$ cat src/rtl/phy_tx_pkg.sv
//------------------------------------------------------------------------------
// Module   : phy_tx_pkg
// Purpose  : Shared constants, lane-index width helper and drain FSM states
//            for the PHY transmit lane serializer.
// Revision : 1.0 - initial release
//------------------------------------------------------------------------------
`default_nettype none

package phy_tx_pkg;

    // K28.5 comma symbol, driven on the serial stream while idle.
    localparam logic [7:0] COM_SYM = 8'hBC;

    typedef enum logic [0:0] {
        ST_IDLE = 1'b0,
        ST_SEND = 1'b1
    } drain_state_e;

    function automatic int lane_idx_w(input int lanes);
        return (lanes > 1) ? $clog2(lanes) : 1;
    endfunction

endpackage : phy_tx_pkg

`default_nettype wire

$ cat src/rtl/phy_tx_group_fifo.sv
//------------------------------------------------------------------------------
// Module   : phy_tx_group_fifo
// Purpose  : DEPTH-entry group buffer with a combinational head view and an
//            occupancy count; pushes while full and pops while empty are ignored.
// Revision : 1.0 - initial release
//------------------------------------------------------------------------------
`default_nettype none

module phy_tx_group_fifo #(
    parameter int WIDTH = 36,
    parameter int DEPTH = 4
) (
    input  logic                       clk,
    input  logic                       reset,
    input  logic                       i_push,
    input  logic [WIDTH-1:0]           i_wdata,
    input  logic                       i_pop,
    output logic [WIDTH-1:0]           o_head,
    output logic [$clog2(DEPTH):0]     o_level,
    output logic                       o_full,
    output logic                       o_empty
);

    localparam int AW  = $clog2(DEPTH);
    localparam int LVW = AW + 1;

    logic [WIDTH-1:0] r_mem [DEPTH];
    logic [AW-1:0]    r_wr_ptr;
    logic [AW-1:0]    r_rd_ptr;
    logic [LVW-1:0]   r_level;
    logic             w_push;
    logic             w_pop;

    assign o_full  = (r_level == LVW'(DEPTH));
    assign o_empty = (r_level == '0);
    assign w_push  = i_push & ~o_full;
    assign w_pop   = i_pop & ~o_empty;
    assign o_head  = r_mem[r_rd_ptr];
    assign o_level = r_level;

    // Storage carries no reset; validity is tracked purely by the pointers.
    always_ff @(posedge clk) begin
        if (w_push) begin
            r_mem[r_wr_ptr] <= i_wdata;
        end
    end

    always_ff @(posedge clk or posedge reset) begin
        if (reset) begin
            r_wr_ptr <= '0;
            r_rd_ptr <= '0;
            r_level  <= '0;
        end else begin
            if (w_push) begin
                r_wr_ptr <= r_wr_ptr + AW'(1);
            end
            if (w_pop) begin
                r_rd_ptr <= r_rd_ptr + AW'(1);
            end
            case ({w_push, w_pop})
                2'b10:   r_level <= r_level + LVW'(1);
                2'b01:   r_level <= r_level - LVW'(1);
                default: r_level <= r_level;
            endcase
        end
    end

endmodule : phy_tx_group_fifo

`default_nettype wire

$ cat src/rtl/phy_tx_lane_serializer.sv
//------------------------------------------------------------------------------
// Module   : phy_tx_lane_serializer
// Purpose  : Buffers parallel lane groups and drains their valid lanes, lowest
//            lane first, onto a registered one-word-per-cycle serial stream.
// Revision : 1.0 - initial release
//------------------------------------------------------------------------------
`default_nettype none

module phy_tx_lane_serializer
    import phy_tx_pkg::*;
#(
    parameter int                DATA_W   = 8,
    parameter int                LANES    = 4,
    parameter int                DEPTH    = 4,
    parameter logic [DATA_W-1:0] IDLE_SYM = DATA_W'(COM_SYM)
) (
    input  logic                        clk,
    input  logic                        reset,
    input  logic [LANES*DATA_W-1:0]     in_data,
    input  logic [LANES-1:0]            in_valid,
    output logic                        in_ready,
    output logic [DATA_W-1:0]           out_data,
    output logic                        out_valid,
    output logic [$clog2(LANES)-1:0]    out_lane,
    output logic                        out_last,
    output logic [$clog2(DEPTH):0]      level,
    output logic                        overflow
);

    localparam int LW  = lane_idx_w(LANES);
    localparam int GW  = LANES * DATA_W;
    localparam int EW  = GW + LANES;
    localparam int LVW = $clog2(DEPTH) + 1;

    logic [EW-1:0]     w_head;
    logic [GW-1:0]     w_head_data;
    logic [LANES-1:0]  w_head_mask;
    logic [LVW-1:0]    w_level;
    logic              w_full;
    logic              w_empty;
    logic              w_push;
    logic              w_pop;

    drain_state_e      r_state;
    drain_state_e      w_state_nxt;
    logic [LANES-1:0]  r_rem_mask;
    logic [LANES-1:0]  w_rem_nxt;
    logic [LANES-1:0]  w_cur_mask;
    logic [LANES-1:0]  w_sel_onehot;
    logic [LW-1:0]     w_sel_idx;
    logic [DATA_W-1:0] w_word;
    logic              w_issue;
    logic              w_last;
    logic              w_more;

    logic [DATA_W-1:0] r_out_data;
    logic              r_out_valid;
    logic [LW-1:0]     r_out_lane;
    logic              r_out_last;
    logic              r_overflow;

    assign w_push = (|in_valid) & ~w_full;

    phy_tx_group_fifo #(
        .WIDTH (EW),
        .DEPTH (DEPTH)
    ) u_group_fifo (
        .clk     (clk),
        .reset   (reset),
        .i_push  (w_push),
        .i_wdata ({in_valid, in_data}),
        .i_pop   (w_pop),
        .o_head  (w_head),
        .o_level (w_level),
        .o_full  (w_full),
        .o_empty (w_empty)
    );

    assign w_head_data = w_head[GW-1:0];
    assign w_head_mask = w_head[EW-1:GW];

    always_ff @(posedge clk or posedge reset) begin
        if (reset) begin
            r_state <= ST_IDLE;
        end else begin
            r_state <= w_state_nxt;
        end
    end

    // An empty remaining mask while sending means the next head is loaded now.
    always_comb begin
        w_state_nxt  = r_state;
        w_cur_mask   = w_head_mask;
        w_sel_idx    = '0;
        w_sel_onehot = '0;
        w_rem_nxt    = '0;
        w_issue      = 1'b0;
        w_last       = 1'b0;
        w_pop        = 1'b0;
        w_more       = (w_level > LVW'(1)) || w_push;

        if ((r_state == ST_SEND) && (r_rem_mask != '0)) begin
            w_cur_mask = r_rem_mask;
        end

        for (int i = LANES - 1; i >= 0; i--) begin
            if (w_cur_mask[i]) begin
                w_sel_idx       = LW'(i);
                w_sel_onehot    = '0;
                w_sel_onehot[i] = 1'b1;
            end
        end

        case (r_state)
            ST_IDLE: begin
                w_issue = ~w_empty;
            end
            ST_SEND: begin
                w_issue = 1'b1;
            end
            default: begin
                w_issue = 1'b0;
            end
        endcase

        if (w_issue) begin
            w_rem_nxt   = w_cur_mask & ~w_sel_onehot;
            w_last      = (w_rem_nxt == '0);
            w_pop       = w_last;
            w_state_nxt = (!w_last || w_more) ? ST_SEND : ST_IDLE;
        end else begin
            w_state_nxt = ST_IDLE;
        end
    end

    assign w_word = w_head_data[w_sel_idx*DATA_W +: DATA_W];

    always_ff @(posedge clk or posedge reset) begin
        if (reset) begin
            r_rem_mask  <= '0;
            r_out_data  <= IDLE_SYM;
            r_out_valid <= 1'b0;
            r_out_lane  <= '0;
            r_out_last  <= 1'b0;
            r_overflow  <= 1'b0;
        end else begin
            r_rem_mask <= w_issue ? w_rem_nxt : '0;
            if (w_issue) begin
                r_out_data  <= w_word;
                r_out_valid <= 1'b1;
                r_out_lane  <= w_sel_idx;
                r_out_last  <= w_last;
            end else begin
                r_out_data  <= IDLE_SYM;
                r_out_valid <= 1'b0;
                r_out_lane  <= '0;
                r_out_last  <= 1'b0;
            end
            if ((|in_valid) && w_full) begin
                r_overflow <= 1'b1;
            end
        end
    end

    assign in_ready  = ~w_full;
    assign out_data  = r_out_data;
    assign out_valid = r_out_valid;
    assign out_lane  = r_out_lane;
    assign out_last  = r_out_last;
    assign level     = w_level;
    assign overflow  = r_overflow;

endmodule : phy_tx_lane_serializer

`default_nettype wire

$ cat config.mk
export PLATFORM = sky130hd
export DESIGN_NAME = phy_tx_lane_serializer
export DESIGN_NICKNAME = d
export VERILOG_FILES = /design/src/rtl/phy_tx_pkg.sv /design/src/rtl/phy_tx_group_fifo.sv /design/src/rtl/phy_tx_lane_serializer.sv
export SDC_FILE = /design/constraint.sdc
export NUM_CORES = 1
export LEC_CHECK = 0
export CAP_MARGIN = 15
export CORE_MARGIN = 2
export CORE_UTILIZATION = 60
export CTS_CLUSTER_DIAMETER = 200
export DETAILED_ROUTE_END_ITERATION = 7
export MAX_ROUTING_LAYER = met4
export PLACE_DENSITY = 0.82
export SKIP_LAST_GASP = 1
export SLEW_MARGIN = 5
export SYNTH_ARGS = -nofsm -noshare
export SYNTH_HDL_FRONTEND = slang
export SYNTH_SLANG_ARGS = --single-unit
export TNS_END_PERCENT = 50
$ cat constraint.sdc
create_clock -name clk -period 3.8 [get_ports clk]
set_input_delay 1.14 -clock clk [delete_from_list [all_inputs] [get_ports clk]]
set_output_delay 1.14 -clock clk [all_outputs]
set_load 0.005 [all_outputs]
# ---- Word-level counts from Yosys, hierarchy flattened
# Memory sizes are Yosys's and may differ from the RTL's.
# Index checks and enable logic that the tools add are counted.
dict set report word_totals {
  ff_bits 25
  memories 1
  output_inout_bits 17
  ramBits 144
}
dict set report classes {
  order_cmp 1
  n_mux 20
  addsub 4
  n_reduce_logical 10
  n_bitwise 8
  eq_ne 3
  shifts 1
}
# name words word_bits rd rd_clocked_by_memory_dff wr line_no
set memory_table {}
lappend memory_table {u_group_fifo.r_mem 4 36 1 0 1 phy_tx_group_fifo.sv:27} ;# logic [WIDTH-1:0] r_mem [DEPTH];
# op n
set ops {}
lappend ops {{indexed part select 32 x 6 -> 8 bit} 1}
lappend ops {{2-to-1 mux 4 bit} 6}
lappend ops {{2-to-1 mux 2 bit} 5}
lappend ops {{2-to-1 mux 8 bit} 1}
lappend ops {{2-to-1 mux 1 bit} 6}
lappend ops {{case mux 3 bit (2 select lines)} 1}
lappend ops {{adder 2 x 1 -> 2 bit (second input constant)} 2}
lappend ops {{bitwise AND 4 bit} 1}
lappend ops {{zero test 4 bit} 1}
lappend ops {{inverter 4 bit} 1}
lappend ops {{nonzero test 4 bit} 1}
lappend ops {{OR reduction 4 bit} 1}
lappend ops {{adder 3 x 1 -> 3 bit (second input constant)} 1}
lappend ops {{bitwise AND 1 bit} 3}
lappend ops {{equality test 3 bit (second input constant)} 1}
lappend ops {{greater-than comparator 3 x 1 -> 1 bit (second input constant)} 1}
lappend ops {{zero test 3 bit} 1}
lappend ops {{inverter 1 bit} 3}
lappend ops {{subtractor 3 x 1 -> 3 bit (second input constant)} 1}
lappend ops {{equality test 2 x 1 -> 1 bit (second input constant)} 1}
lappend ops {{equality test 2 bit (second input constant)} 1}
lappend ops {{logical AND 1 bit} 2}
lappend ops {{logical OR 1 bit} 2}
lappend ops {{case mux 1 bit (2 select lines)} 1}
lappend ops {{other kinds (2)} 2}

# ---- Logic depth before layout (Yosys ltp)
# Gate-level depths: netlist (run 1).
dict set report depth {
  depth_word 14
  depth_mapped 10
  depth_no_buf 9
}

# ---- Modules after synthesis
# Synthesis (run 1) repeated with hierarchy kept, for this count alone.
dict set report hier_totals {
  hier_cells 330
  hier_area_um2 6627.6
}
# module area_each_um2 n_inst cells_each
set by_module_without_submodules {}
lappend by_module_without_submodules {phy_tx_group_fifo 5639.2 1 226}
lappend by_module_without_submodules {phy_tx_lane_serializer 988.4 1 104}

# ---- Least setup slack after synthesis (run 1)
# OpenSTA, ideal clock, no wires.
dict set report synth_timing {
  path_type {input -> register}
  from {input in_valid[1]}
  to {memory u_group_fifo.r_mem[0][0], enable pin}
  setup_slack_ps 1079
  cell_stages 2
  n_path_buf 0
  arrival_time_ps 2297
  setup_ps 424
  path_cell_list {or4_1 > and3_1}
}
dict set report synth_via {
  elab_chain_len 5
}
# element line_no
set synth_lines {}
lappend synth_lines {{start: declaration} phy_tx_lane_serializer.sv:20} ;# input logic [LANES-1:0] in_valid,
lappend synth_lines {{OR reduction 4 bit} phy_tx_lane_serializer.sv:62} ;# assign w_push = (|in_valid) & ~w_full;
lappend synth_lines {{bitwise AND 1 bit} phy_tx_lane_serializer.sv:62}
lappend synth_lines {{bitwise AND 1 bit} phy_tx_group_fifo.sv:36} ;# assign w_push = i_push & ~o_full;
lappend synth_lines {{2-to-1 mux 1 bit} phy_tx_group_fifo.sv:43} ;# if (w_push) begin
lappend synth_lines {{2-to-1 mux 1 bit (implied by the code)} phy_tx_group_fifo.sv:44} ;# r_mem[r_wr_ptr] <= i_wdata;
lappend synth_lines {{end: declaration} phy_tx_group_fifo.sv:27}
# No other way between the ends.

# ---- Worst setup path in the final report (run 1)
dict set report layout_timing {
  from {register u_group_fifo.r_level[1] (netlist: u_group_fifo.o_level[1])}
  to {output in_ready}
}
dict set report layout_via {
  elab_chain_len 2
}
# element line_no
set layout_lines {}
lappend layout_lines {{start: declaration} phy_tx_group_fifo.sv:30} ;# logic [LVW-1:0] r_level;
lappend layout_lines {{start signal: assignment} phy_tx_group_fifo.sv:61} ;# 2'b10: r_level <= r_level + LVW'(1);
lappend layout_lines {{start signal: assignment} phy_tx_group_fifo.sv:62} ;# 2'b01: r_level <= r_level - LVW'(1);
lappend layout_lines {{start signal: assignment} phy_tx_group_fifo.sv:63} ;# default: r_level <= r_level;
lappend layout_lines {{equality test 3 bit} phy_tx_group_fifo.sv:34} ;# assign o_full = (r_level == LVW'(DEPTH));
lappend layout_lines {{inverter 1 bit} phy_tx_lane_serializer.sv:165} ;# assign in_ready = ~w_full;
lappend layout_lines {{end: declaration} phy_tx_lane_serializer.sv:21} ;# output logic in_ready,
# No other way between the ends.

==> results by group, run 1 <==
Route
  • DR DRC count: 0
  • Total number of vias: 3311
  • Antenna viol nets, final: 0
  • Total wire length: 12400 um
  • DRT Pass-1 Iters: 4
  • Vias/cell: 6.09
  • Starting DRT DRC Count: 346
  • DR WL/cell: 22.9 um

Layout
  • Layout Cells excl Fill: 544
  • P&R area growth vs syn: 21.1%
  • Layout cells sized above 1: 22.0%
  • Design area: 7940 um2
  • N_diodes: 0
  • Final #Nets: 437

Hold path
  • Hold Crit Class: reg -> reg
  • Worst Hold Endpoint: overflow$_DFFE_PP0P_
  • Hold Path Depth: 1
  • Worst hold start: overflow$_DFFE_PP0P_

Logic synthesis
  • Net Count, Synth: 366
  • Mux contribution to synthesized area: 13.3%
  • Synthesized flop and latch total: 168
  • Syn Area/Cell: 20.5 um2
  • Simple-gate share of the synthesized area: 3.59%
  • Post-Syn Instances: 320
  • Synth Flop Type: edfxtp_1
  • Number of synthesized flops with an enable pin: 144
  • Cell Area, Synth: 6560 um2
  • Synth warn: 0
  • Largest family of logic cells by synthesized area: multiplexers
  • Post-synthesis adder-cell area fraction: 1.53%
  • Post-synthesis sequential area ratio: 75.2%
  • Synth Area in XOR/XNOR: 0.802%
  • FFs w/ async S/R, synth: 14.3%
  • Post-synth cell types: 43
  • Synth Area in Compound Gates: 4.37%

Clock tree
  • Post-CTS setup buffers: 0
  • Reg clk slew, reported paths: 0.07 ns
  • Clk Latency, worst-skew pair: 0.53 ns
  • CTS tree: done
  • H-tree Lvls: 4
  • Clock Path Buffers: 2
  • Num CTS Buffers: 17
  • Hold_buf cts: 0
  • Post-CTS Resized: 0
  • Sink Count: 168
  • Root Driver: clkbuf_8

STA
  • Tmin final: 3.15 ns
  • Max-slew violations: 0
  • Final Setup Violations: 0
  • Slew @ Worst Pin: 0.958 ns
  • Fin crit share: 83.0%
  • RSZ-0062 raised after global routing: no
  • Skew final: 0.00768 ns
  • PnR worst setup slack: 0.645 ns
  • Fmax: 0.317 GHz
  • Total Neg Setup Slack: 0 ns
  • Max transition margin: 36.1%
  • Final hold vios: 0

Critical path
  • Reg2reg setup slack: 1.01 ns
  • RR Endpoint: u_group_fifo.o_level[2]$_DFFE_PP0P_
  • Crit end category: primary output
  • WS Path Type: reg -> out
  • Nature of the critical path startpoint: flip-flop
  • Max incr delay on CP: 0.54 ns
  • WP data required: 2.66 ns
  • Critical Path Fanout Max: 6
  • Critical path, cell by cell: inv_1, ha_1, nand2_1, clkdlybuf4s50_1
  • CP arrival: 2.01 ns
  • Worst-case reg-to-reg path depth: 8
  • CP max stage cell: clkdlybuf4s50_1
  • Worst r2r src: u_group_fifo.r_rd_ptr[0]$_DFFE_PP0P_
  • Critical path origin: u_group_fifo.o_level[1]$_DFFE_PP0P_

Pwr
  • Pwr/cell area: 934 nW/um2
  • Max VDD drop: 0.494 mV
  • Total leakage power: 2.75 nW

Run
  • Max_cap viols: 0

GRT
  • Vias in the first global route: 3406
  • GRT Util Overall: 24.1%
  • Largest net degree at the start of global routing: 37
  • GRT overflow: 0
  • Antenna violations before repair: 0
  • First-pass GRT wire length: 19200 um

Placed design
  • Placed inst area: 7320 um2
  • Post-DP HPWL: 7820 um
  • DP Worst Slack: 0.492 ns
  • Gp weighted congestion: 0.840
  • I/O Buffers: 54
  • Dpl cells: 512

Die
  • Die width: 109 um
  • Die ar.: 11800 um2
  • Core box area: 10700 um2
  • IO Count: 55
  • Site row count: 38
  • Initial Util: 61.0%
  • Die H: 109 um

Run status
  • Outcome: completed
## worst max-delay path by stage
stage / depth (start not counted) / slack, ns / endpoint
floorplan: 2 / 1.08 / u_group_fifo.r_mem[0][0]$_DFFE_PP_
finish: 4 / 0.65 / in_ready
global route: 4 / 0.54 / in_ready
detailed placement: 4 / 0.49 / u_group_fifo.r_mem[3][23]$_DFFE_PP_
CTS: 4 / 0.61 / in_ready
global placement: 4 / 0.59 / u_group_fifo.r_mem[3][26]$_DFFE_PP_
## per-layer routing
layer,global-route usage [%],part of all wire [%]
met3,5.55,6.7
met1,31.7,39
met4,10.1,2.1
met5,-,0
met2,37.0,53
## stage by stage
step | util, % | total power [W] | hold WS, ns
6_report | 73.9 | 0.00742 | 0.495
5_1_grt | 73.9 | 0.00779 | 0.518
4_1_cts | 73.9 | 0.00748 | 0.504
3_5_place_dp | 68.1 | 0.00567 | 0.487
3_3_place_gp | 68.1 | 0.00556 | 0.473
2_1_floorplan | - | 0.00475 | 0.468
## final cells by class
type	instances	area, um2
flip-flops and latches	168	4930
well taps	140	175
clock buffers	21	449
fillers	623	2810
clock inverters	11	171
multi-input cells	134	1540
inverters	8	30.0
repair buffers	62	638
## cells by family (layout without fill, tap and decap cells)
kind of cell,Yosys count,count (layout)
DFF,168,168
and+or+nand+nor,48,48
muxes,41,41
AOI/OAI and AO/OA,31,31
buffers and inverters,18,102
adders and majority gates,8,8
xor gates and xnor gates,6,6
## flip-flops by register name, summed over array words and instances (netlist names)
name                   flops
overflow                   1
out_lane                   2
u_group_fifo.r_rd_ptr      2
out_valid                  1
r_state                    1
u_group_fifo.r_mem       144
r_rem_mask                 3
out_last                   1
u_group_fifo.r_wr_ptr      2
u_group_fifo.o_level       3
out_data                   8
## worst max-delay path: cells and delay by family, from the launching register on
family	cells	cell delay (ns)
adder cells (fa/ha/maj)	1	0.23
buffers and inverters	2	0.64
flip-flops	1	0.43
AND/OR/NAND/NOR	1	0.19
## power by group
part           internal [W]  total, W  switching, W  leakage (nW)
Combinational       0.00119   0.00262       0.00144         0.855
Clock               0.00110   0.00178      0.000675         0.286
Sequential          0.00278   0.00302      0.000231          1.61
## cells in the final DEF, fill, tap and decap left out, types with 6 or more instances in the layout
cell             count
nor2_1              14
inv_1                7
and3_1               6
mux4_2              35
clkbuf_16           16
ha_1                 8
edfxtp_1           144
dfrtp_1             18
nand2b_1             6
clkdlybuf4s50_1     54
nand2_1             10
## synthesized netlist by cell type, drive strengths merged, types with 2 or more instances
cell     instances  area share (%)
xor2             2            0.27
nand3            5            0.38
xnor2            4            0.53
mux4            36              12
a21oi            4            0.36
buf              7            0.61
mux2i            4            0.61
nand2           10            0.57
ha               8             1.5
o21ai            2            0.15
dfstp            5             2.0
a22oi            6             1.1
o22ai            4            0.38
o2111ai          4            0.53
nor3             4            0.38
nor2            14            0.80
dfrtp           19             7.3
a2111oi          2            0.31
a211oi           2            0.31
edfxtp         144              66
nand2b           6            0.57
clkbuf           3            0.17
inv              7            0.40
and3             6            0.57
No activity file was read; power rests on OpenSTA's default activity.
==> run 2: changes to the inputs <==
CORE_UTILIZATION = 52   (was 60)
PLACE_DENSITY = 0.76   (was 0.82)
clock period = 2.6 ns   (was 3.8 ns; I/O delays follow)
==> results by group, run 2 (same netlist as run 1, synthesis figures left out) <==
Run status
  • Outcome: completed (unchanged)

Layout
  • Max reg flops: 144 (unchanged)
  • Final #Nets: 455 (was 437)
  • N_diodes: 0 (unchanged)
  • Most frequent cells in the layout: edfxtp_1, clkdlybuf4s50_1, mux4_2, buf_4, dfrtp_1 (was edfxtp_1, clkdlybuf4s50_1, mux4_2, dfrtp_1, clkbuf_16)
  • Fill count: 815 (was 623)
  • P&R area growth vs syn: 24.2% (was 21.1%)
  • Commonest non-fill, non-tap cell in the layout: edfxtp_1 (unchanged)
  • Layout cells sized above 1: 25.4% (was 22.0%)
  • Largest register by flop count: u_group_fifo.r_mem (unchanged)

Route
  • DR WL/cell: 20.4 um (was 22.9 um)
  • DRT Pass-1 Iters: 5 (was 4)
  • Total wire length: 12100 um (was 12400 um)
  • Total number of vias: 3286 (was 3311)
  • DR DRC count: 0 (unchanged)
  • Antenna viol nets, final: 0 (unchanged)
  • Vias/cell: 5.53 (was 6.09)
  • Starting DRT DRC Count: 259 (was 346)

Placed design
  • Post-DP HPWL: 7780 um (was 7820 um)
  • I/O Buffers: 54 (unchanged)
  • Gp weighted congestion: 0.905 (was 0.840)

Pwr
  • Int Pwr: 0.00765 W (was 0.00508 W)
  • Psw: 0.00343 W (was 0.00234 W)
  • Total chip power: 0.0111 W (was 0.00742 W)
  • Total leakage power: 2.86 nW (was 2.75 nW)
  • Clk pwr share: 23.9% (was 24.0%)
  • Sequential power share: 39.2% (was 40.7%)
  • Pwr/cell area: 1360 nW/um2 (was 934 nW/um2)
  • Max VDD drop: 0.608 mV (was 0.494 mV)
  • Logic pwr share: 36.8% (was 35.4%)
  • Net Sw Frac: 31.0% (was 31.6%)

Critical path
  • Critical Path Fanout Max: 6 (unchanged)
  • CP max stage cell: clkdlybuf4s50_1 (unchanged)
  • Critical path, cell by cell: inv_1, ha_1, nand2_2, clkdlybuf4s50_1 (was inv_1, ha_1, nand2_1, clkdlybuf4s50_1)
  • WP data required: 1.82 ns (was 2.66 ns)
  • WS Path Type: reg -> out (unchanged)
  • CP delay by family, top: buffers and inverters (unchanged)
  • Reg2reg setup slack: 0.14 ns (was 1.01 ns)
  • Buffers & Inverters on Critical Path: 2 (unchanged)
  • Max incr delay on CP: 0.52 ns (was 0.54 ns)
  • CP arrival: 1.73 ns (was 2.01 ns)
  • Nature of the critical path startpoint: flip-flop (unchanged)
  • Crit end category: primary output (unchanged)

GRT
  • GR peak layer: met2 (unchanged)
  • GR Util met1: 27.4% (was 31.7%)
  • Met3 global-route usage: 5.66% (was 5.55%)
  • GRT overflow: 0 (unchanged)
  • Largest net degree at the start of global routing: 37 (unchanged)
  • First-pass GRT wire length: 19100 um (was 19200 um)
  • GRT Util Overall: 20.5% (was 24.1%)
  • Vias in the first global route: 3446 (was 3406)
  • GR Util met2: 30.7% (was 37.0%)
  • Antenna violations before repair: 0 (unchanged)

Die
  • Site row count: 41 (was 38)
  • Initial Util: 52.6% (was 61.0%)
  • Die H: 116 um (was 109 um)
  • Die width: 116 um (was 109 um)
  • Core box area: 12500 um2 (was 10700 um2)
  • IO Count: 55 (unchanged)
  • Die ar.: 13500 um2 (was 11800 um2)

Clock tree
  • Sink Count: 168 (unchanged)
  • Clock Path Buffers: 2 (unchanged)
  • CTS tree: done (unchanged)
  • Num CTS Buffers: 17 (unchanged)
  • Reg clk slew, reported paths: 0.06 ns (was 0.07 ns)
  • Root Driver: clkbuf_16 (was clkbuf_8)
  • H-tree Lvls: 4 (unchanged)
  • Clk Latency, worst-skew pair: 0.42 ns (was 0.53 ns)

Run
  • Max_cap viols: 0 (unchanged)

STA
  • Skew final: 0.00527 ns (was 0.00768 ns)
  • Max transition margin: 54.9% (was 36.1%)
  • RSZ-0062 raised after global routing: no (unchanged)
  • Total Neg Setup Slack: 0 ns (unchanged)
  • Max-slew violations: 0 (unchanged)
  • Fin crit share: 96.5%
  • Fmax: 0.399 GHz
  • Slew @ Worst Pin: 0.674 ns (was 0.958 ns)
  • Hold slack: 0.511 ns (was 0.495 ns)
  • Final hold vios: 0 (unchanged)
  • Tmin final: 2.51 ns
  • Final Setup Violations: 0 (unchanged)

Hold path
  • Hold Crit Class: reg -> reg (unchanged)
[run 2: path summary, 6_finish.rpt]
path,startpoint,end,cells past startpoint
worst min register to register,overflow$_DFFE_PP0P_,overflow$_DFFE_PP0P_,1
worst max-delay path,u_group_fifo.o_level[1]$_DFFE_PP0P_,in_ready,4
max in group asynchronous,reset,out_data[2]$_DFF_PP1_,3
worst min-delay path,overflow$_DFFE_PP0P_,overflow$_DFFE_PP0P_,1
worst max register to register,u_group_fifo.r_rd_ptr[0]$_DFFE_PP0P_,u_group_fifo.o_level[2]$_DFFE_PP0P_,8
min in group asynchronous,reset,r_rem_mask[2]$_DFF_PP0_,3
[run 2: cell type report]
| type | instances | area [um2] | area share (%) |
|---|---|---|---|
| inverters | 8 | 30.0 | 0.369 |
| repair buffers | 80 | 786 | 9.65 |
| multi-input cells | 134 | 1550 | 19.0 |
| clock buffers | 17 | 425 | 5.22 |
| well taps | 172 | 215 | 2.64 |
| flip-flops and latches | 168 | 4930 | 60.6 |
| clock inverters | 15 | 208 | 2.55 |
[run 2: repair_timing]
action                     in CTS  in global routing
setup endpoints to repair       1                  0
buffers inserted                2                  0
gates resized for setup         1                  0
hold buffers                    0                  0
[run 2: worst reg2reg max path: cells and delay by family (launching register included)]
kind / cells / cell delay [ns]
adders and majority gates: 1 / 0.23
and+or+nand+nor: 2 / 0.30
AOI/OAI and AO/OA: 2 / 0.38
muxes: 2 / 0.83
xor gates and xnor gates: 1 / 0.15
DFF: 1 / 0.45
[run 2: power groups by stage]
| stage | Sequential (W) | Clock (W) | Combinational (W) |
|---|---|---|---|
| global route | 0.00444 | 0.00281 | 0.00441 |
| global placement | 0.00436 | 0 | 0.00394 |
| CTS | 0.00435 | 0.00270 | 0.00415 |
| detailed placement | 0.00442 | 0 | 0.00405 |
| finish | 0.00435 | 0.00265 | 0.00408 |
| floorplan | 0.00433 | 0 | 0.00262 |
[run 2: metal layers]
metal | routed length (um) | share of wire (%)
met1 | 5240 | 43
met2 | 6020 | 50
met3 | 723 | 6.0
met4 | 157 | 1.3
met5 | 0 | 0
[run 2: metrics by stage]
| step | area, um2 | utilization [%] | std cells | setup WS [ns] |
|---|---|---|---|---|
| global placement | 7490 | 60.1 | 560 | 0.0737 |
| CTS | 8140 | 65.3 | 594 | 0.0673 |
| global route | 8140 | 65.3 | 594 | 0.00217 |
| finish | 8140 | 65.3 | 594 | 0.0922 |
| detailed placement | 7490 | 60.1 | 560 | 0.0337 |
| floorplan | 6560 | - | 320 | 0.239 |
==> run 3: changes to the inputs <==
PLACE_DENSITY = 0.82   (was 0.76)
clock period = 2.1 ns   (was 2.6 ns; I/O delays follow)
==> results by group, run 3 (same netlist as run 1, synthesis figures left out) <==
STA
  • Max transition margin: 74.4% (was 54.9%)
  • Tmin final: 2.29 ns
  • Fmax: 0.437 GHz
  • Max-slew violations: 0 (unchanged)
  • Final hold vios: 0 (unchanged)
  • PnR worst setup slack: -0.190 ns (was 0.0922 ns)
  • Fin crit share: 109%
  • RSZ-0062 raised after global routing: yes (was no)
  • Total Neg Setup Slack: -1.31 ns (was 0 ns)
  • Skew final: 0.00715 ns (was 0.00527 ns)
  • Slew @ Worst Pin: 0.384 ns (was 0.674 ns)
  • Final Setup Violations: 12 (was 0)

Critical path
  • CP max stage cell: mux4_2 (was clkdlybuf4s50_1)
  • Critical Path Fanout Max: 5 (was 6)
  • WS Path Type: reg -> reg (was reg -> out)
  • CP arrival: 2.59 ns (was 1.73 ns)
  • WP data required: 2.40 ns (was 1.82 ns)
  • Crit end category: flip-flop (was primary output)
  • Nature of the critical path startpoint: flip-flop (unchanged)
  • Critical path, cell by cell: buf_4, mux4_2, a22oi_4, o22ai_2, a21oi_2, ha_2, mux2i_1, nor2_1, xor2_1 (was inv_1, ha_1, nand2_2, clkdlybuf4s50_1)
  • Max incr delay on CP: 0.54 ns (was 0.52 ns)

Route
  • DR DRC count: 0 (unchanged)
  • Antenna viol nets, final: 0 (unchanged)
  • Vias/cell: 5.63 (was 5.53)
  • Starting DRT DRC Count: 348 (was 259)
  • DR WL/cell: 21.7 um (was 20.4 um)
  • Total number of vias: 3525 (was 3286)
  • Total wire length: 13600 um (was 12100 um)
  • DRT Pass-1 Iters: 5 (unchanged)

Clock tree
  • CTS tree: done (unchanged)
  • Hold_buf cts: 0 (unchanged)
  • Reg clk slew, reported paths: 0.06 ns (about the same)
  • Clock Path Buffers: 2 (unchanged)
  • H-tree Lvls: 4 (unchanged)
  • Sink Count: 168 (unchanged)
  • Num CTS Buffers: 17 (unchanged)
  • Root Driver: clkbuf_16 (unchanged)
  • Clk Latency, worst-skew pair: 0.42 ns (about the same)

Layout
  • N_diodes: 0 (unchanged)
  • Largest register by flop count: u_group_fifo.r_mem (unchanged)
  • Fill count: 792 (was 815)
  • Commonest non-fill, non-tap cell in the layout: edfxtp_1 (unchanged)
  • P&R area growth vs syn: 29.1% (was 24.2%)
  • Layout cells sized above 1: 35.0% (was 25.4%)
  • Most frequent cells in the layout: edfxtp_1, clkdlybuf4s50_1, buf_4, mux4_2, dfrtp_1 (was edfxtp_1, clkdlybuf4s50_1, mux4_2, buf_4, dfrtp_1)
  • Layout Cells excl Fill: 626 (was 594)
  • Final #Nets: 487 (was 455)
  • Max reg flops: 144 (unchanged)

Placed design
  • I/O Buffers: 54 (unchanged)
  • Gp weighted congestion: 0.888 (was 0.905)
  • Dpl cells: 585 (was 560)
  • Post-DP HPWL: 8220 um (was 7780 um)

Die
  • Site row count: 41 (unchanged)
  • Die H: 116 um (unchanged)
  • Die ar.: 13500 um2 (unchanged)
  • Die width: 116 um (unchanged)
  • IO Count: 55 (unchanged)
  • Initial Util: 52.6% (unchanged)
  • Core box area: 12500 um2 (unchanged)

GRT
  • GRT Util Overall: 22.4% (was 20.5%)
  • First-pass GRT wire length: 21000 um (was 19100 um)
  • Largest net degree at the start of global routing: 37 (unchanged)
  • GRT overflow: 0 (unchanged)
  • Vias in the first global route: 3739 (was 3446)
  • Antenna violations before repair: 0 (unchanged)

Pwr
  • Total leakage power: 3.01 nW (was 2.86 nW)
  • Max VDD drop: 0.822 mV (was 0.608 mV)
  • Pwr/cell area: 1750 nW/um2 (was 1360 nW/um2)

Run status
  • Failing checks: negative setup slack
  • Outcome: complete, but fails checks (was completed)

Hold path
  • Hold Crit Class: reg -> reg (unchanged)

Run
  • Max_cap viols: 0 (unchanged)
-- run 3: metal layers --
metal	vias up	track usage, %	share of wire (%)
li1	1555	-	-
met1	1812	28.4	40
met2	138	36.9	53
met3	20	5.09	5.5
met4	0	6.59	1.4
met5	-	-	0
-- run 3: worst max-delay path, delay by kind of cell (launching register included) --
| family | cells | cell delay [ns] |
|---|---|---|
| compound gates | 3 | 0.50 |
| simple gates | 1 | 0.07 |
| xor+xnor | 1 | 0.13 |
| flops | 1 | 0.41 |
| fa+ha+maj | 1 | 0.21 |
| buf+inv | 1 | 0.14 |
| mux | 2 | 0.72 |
-- run 3: worst paths after layout --
kind | start | end | slack, ns | depth (start not counted)
setup / recovery | u_group_fifo.r_rd_ptr[0]$_DFFE_PP0P_ | u_group_fifo.o_level[2]$_DFFE_PP0P_ | -0.19 | 9
hold / removal | overflow$_DFFE_PP0P_ | overflow$_DFFE_PP0P_ | 0.48 | 1
setup reg to reg | u_group_fifo.r_rd_ptr[0]$_DFFE_PP0P_ | u_group_fifo.o_level[2]$_DFFE_PP0P_ | -0.19 | 9
hold reg to reg | overflow$_DFFE_PP0P_ | overflow$_DFFE_PP0P_ | 0.48 | 1
max in group asynchronous | reset | out_data[2]$_DFF_PP1_ | 1.21 | 3
min in group asynchronous | reset | out_valid$_DFF_PP0_ | 0.58 | 3
-- run 3: cell type report --
class | count | area, um2 | share of cell area, %
Inverter | 8 | 30.0 | 0.355
Tap cell | 172 | 215 | 2.54
Sequential cell | 168 | 4930 | 58.3
Timing Repair Buffer | 112 | 1050 | 12.4
Clock inverter | 10 | 145 | 1.71
Clock buffer | 22 | 454 | 5.37
Multi-Input combinational cell | 134 | 1640 | 19.4
-- run 3: metrics by stage --
step	instance area [um2]	util [%]	setup slack, ns	power, W	hold WS (ns)
2_1_floorplan	6580	-	-0.223	0.00864	0.468
3_3_place_gp	7710	61.9	-0.293	0.0109	0.465
3_5_place_dp	7710	61.9	-0.353	0.0111	0.470
4_1_cts	8410	67.5	-0.186	0.0146	0.487
5_1_grt	8460	67.9	-0.273	0.0156	0.498
6_report	8460	67.9	-0.190	0.0148	0.482
-- run 3: power by group --
| group | switching, W | internal, W |
|---|---|---|
| combinational | 0.00311 | 0.00319 |
| sequential | 0.000379 | 0.00503 |
| clock | 0.00122 | 0.00191 |
-- run 3: what timing repair did --
action,in CTS,in global routing
endpoints found under the setup margin,13,14
gates resized for setup,13,10
buffers inserted,7,2
pin swaps,9,1
==> RTL edit 1: new RTL, settings of run 2 <==
Make the reset (`reset`) synchronous in 3 clocked blocks.
--- a/src/rtl/phy_tx_group_fifo.sv
+++ b/src/rtl/phy_tx_group_fifo.sv
@@ -47,3 +47,3 @@
 
-    always_ff @(posedge clk or posedge reset) begin
+    always_ff @(posedge clk) begin
         if (reset) begin
--- a/src/rtl/phy_tx_lane_serializer.sv
+++ b/src/rtl/phy_tx_lane_serializer.sv
@@ -81,3 +81,3 @@
 
-    always_ff @(posedge clk or posedge reset) begin
+    always_ff @(posedge clk) begin
         if (reset) begin
@@ -137,3 +137,3 @@
 
-    always_ff @(posedge clk or posedge reset) begin
+    always_ff @(posedge clk) begin
         if (reset) begin
Check against the original RTL: differs if reset is asserted again (counterexample within 4 cycles, from zero or initial values and one cycle with reset high); with reset held inactive, the same outputs for 10 cycles.
==> RTL edit 1 against run 2 <==
  * Sequential cell count increased by 2
  * Synthesized area increased by 2.4%
  * Register-to-register slack got worse by 90 ps
  * Worst hold slack got worse by 27 ps
  * Setup slack got worse by 42 ps
  * Power decreased by 16%
  * Die area increased by 2.3%
  * Non-clock buffer count increased by 11
  * Wire length increased by 9.7%
  * Cell area increased by 2.4%
  * Combinational power decreased by 26%
  * Critical path type is now flip-flop to flip-flop
  * Largest power group unchanged
==> RTL edit 1: results (changes against run 2) <==
| Metric | Value |
|---|---|
| Outcome | `finished clean` |
| Overall Global Routing Usage | `19.9% (-0.54 points)` |
| Async S/R FF share, synth | `0% (-14 points)` |
| Gpl congestion | `0.833 (-8.0%)` |
| Placed cell area | `0.00767 mm^2 (+2.4%)` |
| Peak VDD IR | `747 uV (+23%)` |
| M3 GR Usage | `5.04% (-0.62 points)` |
| Synth Net Count | `448 (+22%)` |
| Place WS | `-22.8 ps (-56.6 ps)` |
| Vias | `3,815 (+16%)` |
| Worst Path Max Fanout | `10 (+4)` |
| Metal-1 WL | `5420 um (+3.5%)` |
| Sequential share of the synthesized area | `72.2% (-3.0 points)` |
| Fraction of layout cells with a size suffix above 1 | `21.7% (-3.6 points)` |
| Worst reg2reg path depth | `9 (+1)` |
| Post-CTS setup buffer count | `0 (-2)` |
| Synth unique cells | `46 (+7.0%)` |
| Worst-Margin Slew | `396 ps (-278 ps)` |
| Fillers | `892 (+9.4%)` |
| Iteration-0 DRC Markers | `336 (+30%)` |
| Lkg Pwr | `2.93 nW (+2.7%)` |
| Placed instance count | `642 (+15%)` |
| Nets | `540 (+19%)` |
| Via density | `5.63 (+1.7%)` |
| Arr. time, crit path | `2850 ps (+1120 ps)` |
==> RTL edit 1: logic make-up (layout without fill, tap and decap cells) <==
family                     Yosys count  in the layout  synth area share (%)
and+or+nand+nor                     81             81                  5.96
buffers and inverters               46            151                  3.02
AOI/OAI and AO/OA                   53             53                  5.55
xor gates and xnor gates             5              5                 0.652
adders and majority gates            9              9                  1.68
DFF                                170            170                  72.2
muxes                               37             37                  11.0
==> RTL edit 1: worst max-delay path, stage by stage (launching register included) <==
cell,delay [ps]
dfxtp_4,400
mux4_1,630
a22oi_2,180
buf_4,150
a221o_1,200
buf_6,190
and2_1,230
o211ai_1,130
nand4_1,180
o22ai_2,120
==> RTL edit 1: path summary, 6_finish.rpt <==
kind	from	end	slack, ps
setup / recovery	flip-flop	out_data[0]	50
hold / removal	overflow	overflow	480
setup reg to reg	flip-flop	out_data[0]	50
hold reg to reg	overflow	overflow	480
==> RTL edit 1: stage by stage <==
step	utilization, %	TNS (ps)
2_1_floorplan	-	0
3_3_place_gp	60.8	0
3_5_place_dp	60.8	-369
4_1_cts	65.4	-15.2
5_1_grt	66.1	-15.8
6_report	66.1	0
==> RTL edit 1: area by class of cell <==
| class | count | share of cell area (%) |
|---|---|---|
| Clock buffer | 17 | 5.10 |
| Clock inverter | 15 | 1.79 |
| Multi-Input combinational cell | 185 | 20.5 |
| Sequential cell | 170 | 58.2 |
| Timing Repair Buffer | 91 | 10.6 |
| Tap cell | 172 | 2.58 |
| Inverter | 28 | 1.26 |
==> RTL edit 1: power breakdown <==
part	total [mW]	internal (mW)	switching (mW)
Sequential	3.86	3.63	0.229
Clock	2.43	1.41	1.02
Combinational	3.03	1.39	1.63
Total	9.32	6.44	2.88
==> RTL edit 2: new RTL, config.mk and constraints of run 2 <==
Made on the original files. Change the parameter `DATA_W` from 8 to 12.
--- a/src/rtl/phy_tx_lane_serializer.sv
+++ b/src/rtl/phy_tx_lane_serializer.sv
@@ -11,3 +11,3 @@
 #(
-    parameter int                DATA_W   = 8,
+    parameter int                DATA_W   = 12,
     parameter int                LANES    = 4,
Interface: changed (resized in_data and out_data); port bits go from 55 to 75. No check against the original RTL was run, so the function may have changed too.
==> RTL edit 2 against run 2 <==
  * Setup slack lost 7.0 ps
  * Synthesized area up 38%
  * First-iteration DRC count up 19%
  * Final cell count rose by 35%
  * Critical path depth is 5 higher
  * Cell area increased by 36%
  * Register-to-register slack got worse by 50 ps
  * Sequential cell count is 68 higher
  * Synthesized cell count is 38% higher
  * Power up 29%
  * Die area up 37%
  * Wire length rose by 42%
==> RTL edit 2: results (changes against run 2) <==
| Metric | Value |
|---|---|
| Multi-input gate count | `180 (+34%)` |
| Iteration-0 DRC Markers | `308 (+19%)` |
| FF+latch area | `0.00696 mm^2 (+41%)` |
| Clk pwr share | `20.7% (-3.2 points)` |
| Crit path time final | `2510 ps (+7.02 ps)` |
| Ranking of synthesized cells by area | `edfxtp_1 69%, mux4_2 13%, dfrtp_1 6.3%, dfstp_2 1.4%, ha_1 1.2%` |
| Met2 WL | `8730 um (+45%)` |
| Clock-cell share | `6.03% (-1.7 points)` |
| Nets | `620 (+36%)` |
| # clk buffers | `28 (+11)` |
| Vias in the first global route | `4,890 (+42%)` |
| Fraction of layout cells with a size suffix above 1 | `23.7% (-1.7 points)` |
| Slowest stage delay, CP | `580 ps (+60 ps)` |
| CTS HTree Levels | `1 (-3)` |
| Total CTS buffers | `23 (+6)` |
| Worst Setup EP | `u_group_fifo.o_level[2]` |
| Clock latency at the later pin of the worst-skew pair | `510 ps (+90 ps)` |
| Async S/R FF share, synth | `11.9% (-2.4 points)` |
| Largest net degree at the start of global routing | `31 (-16%)` |
| First-pass GRT wire length | `27,300 um (+43%)` |
| Fillers | `1,197 (+47%)` |
| Worst reg2reg path depth | `9 (+1)` |
| M3 GR Usage | `3.13% (-2.5 points)` |
| Clock tree buffer depth | `3 (+1)` |
| Top Family by Delay on Critical Path | `multiplexers` |
| Combinational logic power | `5.23 mW (+28%)` |
| Final WL | `17,300 um (+42%)` |
| Sequential share of the synthesized area | `76.6% (+1.4 points)` |
| Port Buffers | `74 (+37%)` |
| Via density | `5.74 (+3.8%)` |
| Cell Pwr Density | `1290 mW/mm^2 (-4.9%)` |
| Place WS | `-53.2 ps (-87.0 ps)` |
| CP max-delay cell | `mux4_2` |
| Die ar. | `0.0185 mm^2 (+37%)` |
| Int Power | `9.82 mW (+28%)` |
| Most frequent cells after synthesis | `208 x edfxtp_1, 52 x mux4_2, 23 x dfrtp_1` |
| Outcome | `finished clean` |
| Clk_skew | `22.6 ps (+17.3 ps)` |
| Max reg flops | `208 (+44%)` |
| Critical path class | `flip-flop to flip-flop` |
| Post-synth EDFFs | `208 (+44%)` |
| Relative slew slack | `57.4% (+2.5 points)` |
| Invs w/o clock | `8 (unchanged)` |
| Peak VDD IR | `790 uV (+30%)` |
| Synth Net Count | `505 (+38%)` |
| Arr. time, crit path | `2890 ps (+1160 ps)` |
| Met2 Use GR | `32.2% (+1.4 points)` |
| Multi-input gate area | `0.00202 mm^2 (+31%)` |
| Dpl hpwl | `11,000 um (+41%)` |
| Metal-1 WL | `7320 um (+40%)` |
| Lkg Pwr | `3.77 nW (+32%)` |
| Non-clock buffers | `108 (+35%)` |
| R2r setup slk | `90 ps (-50 ps)` |
| Overall Global Routing Usage | `20.2% (-0.31 points)` |
| Buffer share of cell area | `9.92% (+0.27 points)` |
| Placed cell area | `0.0104 mm^2 (+38%)` |
==> RTL edit 2: worst min path at each step <==
stage | start | end | cells past startpoint
6_report | overflow | overflow | 1
5_1_grt | overflow | overflow | 1
4_1_cts | overflow | overflow | 1
3_5_place_dp | overflow | overflow | 1
3_3_place_gp | overflow | overflow | 1
2_1_floorplan | overflow | overflow | 1
==> RTL edit 2: metrics by stage <==
| step | util (%) | cells | TNS, ps | hold WS [ps] |
|---|---|---|---|---|
| after floorplan | - | 442 | -29810 | 468 |
| after global placement | 60.4 | 755 | -28.2 | 460 |
| after detailed placement | 60.4 | 755 | -53.2 | 479 |
| after CTS | 64.3 | 799 | 0 | 496 |
| after global routing | 64.4 | 799 | 0 | 511 |
| final | 64.4 | 799 | 0 | 495 |
==> RTL edit 2: cells by family after synthesis <==
family,count (synthesis),synth area share [%]
DFF,236,76.6
muxes,55,13.2
xor gates and xnor gates,6,0.579
AOI/OAI and AO/OA,40,2.95
adders and majority gates,10,1.36
and+or+nand+nor,69,4.04
buffers and inverters,26,1.27
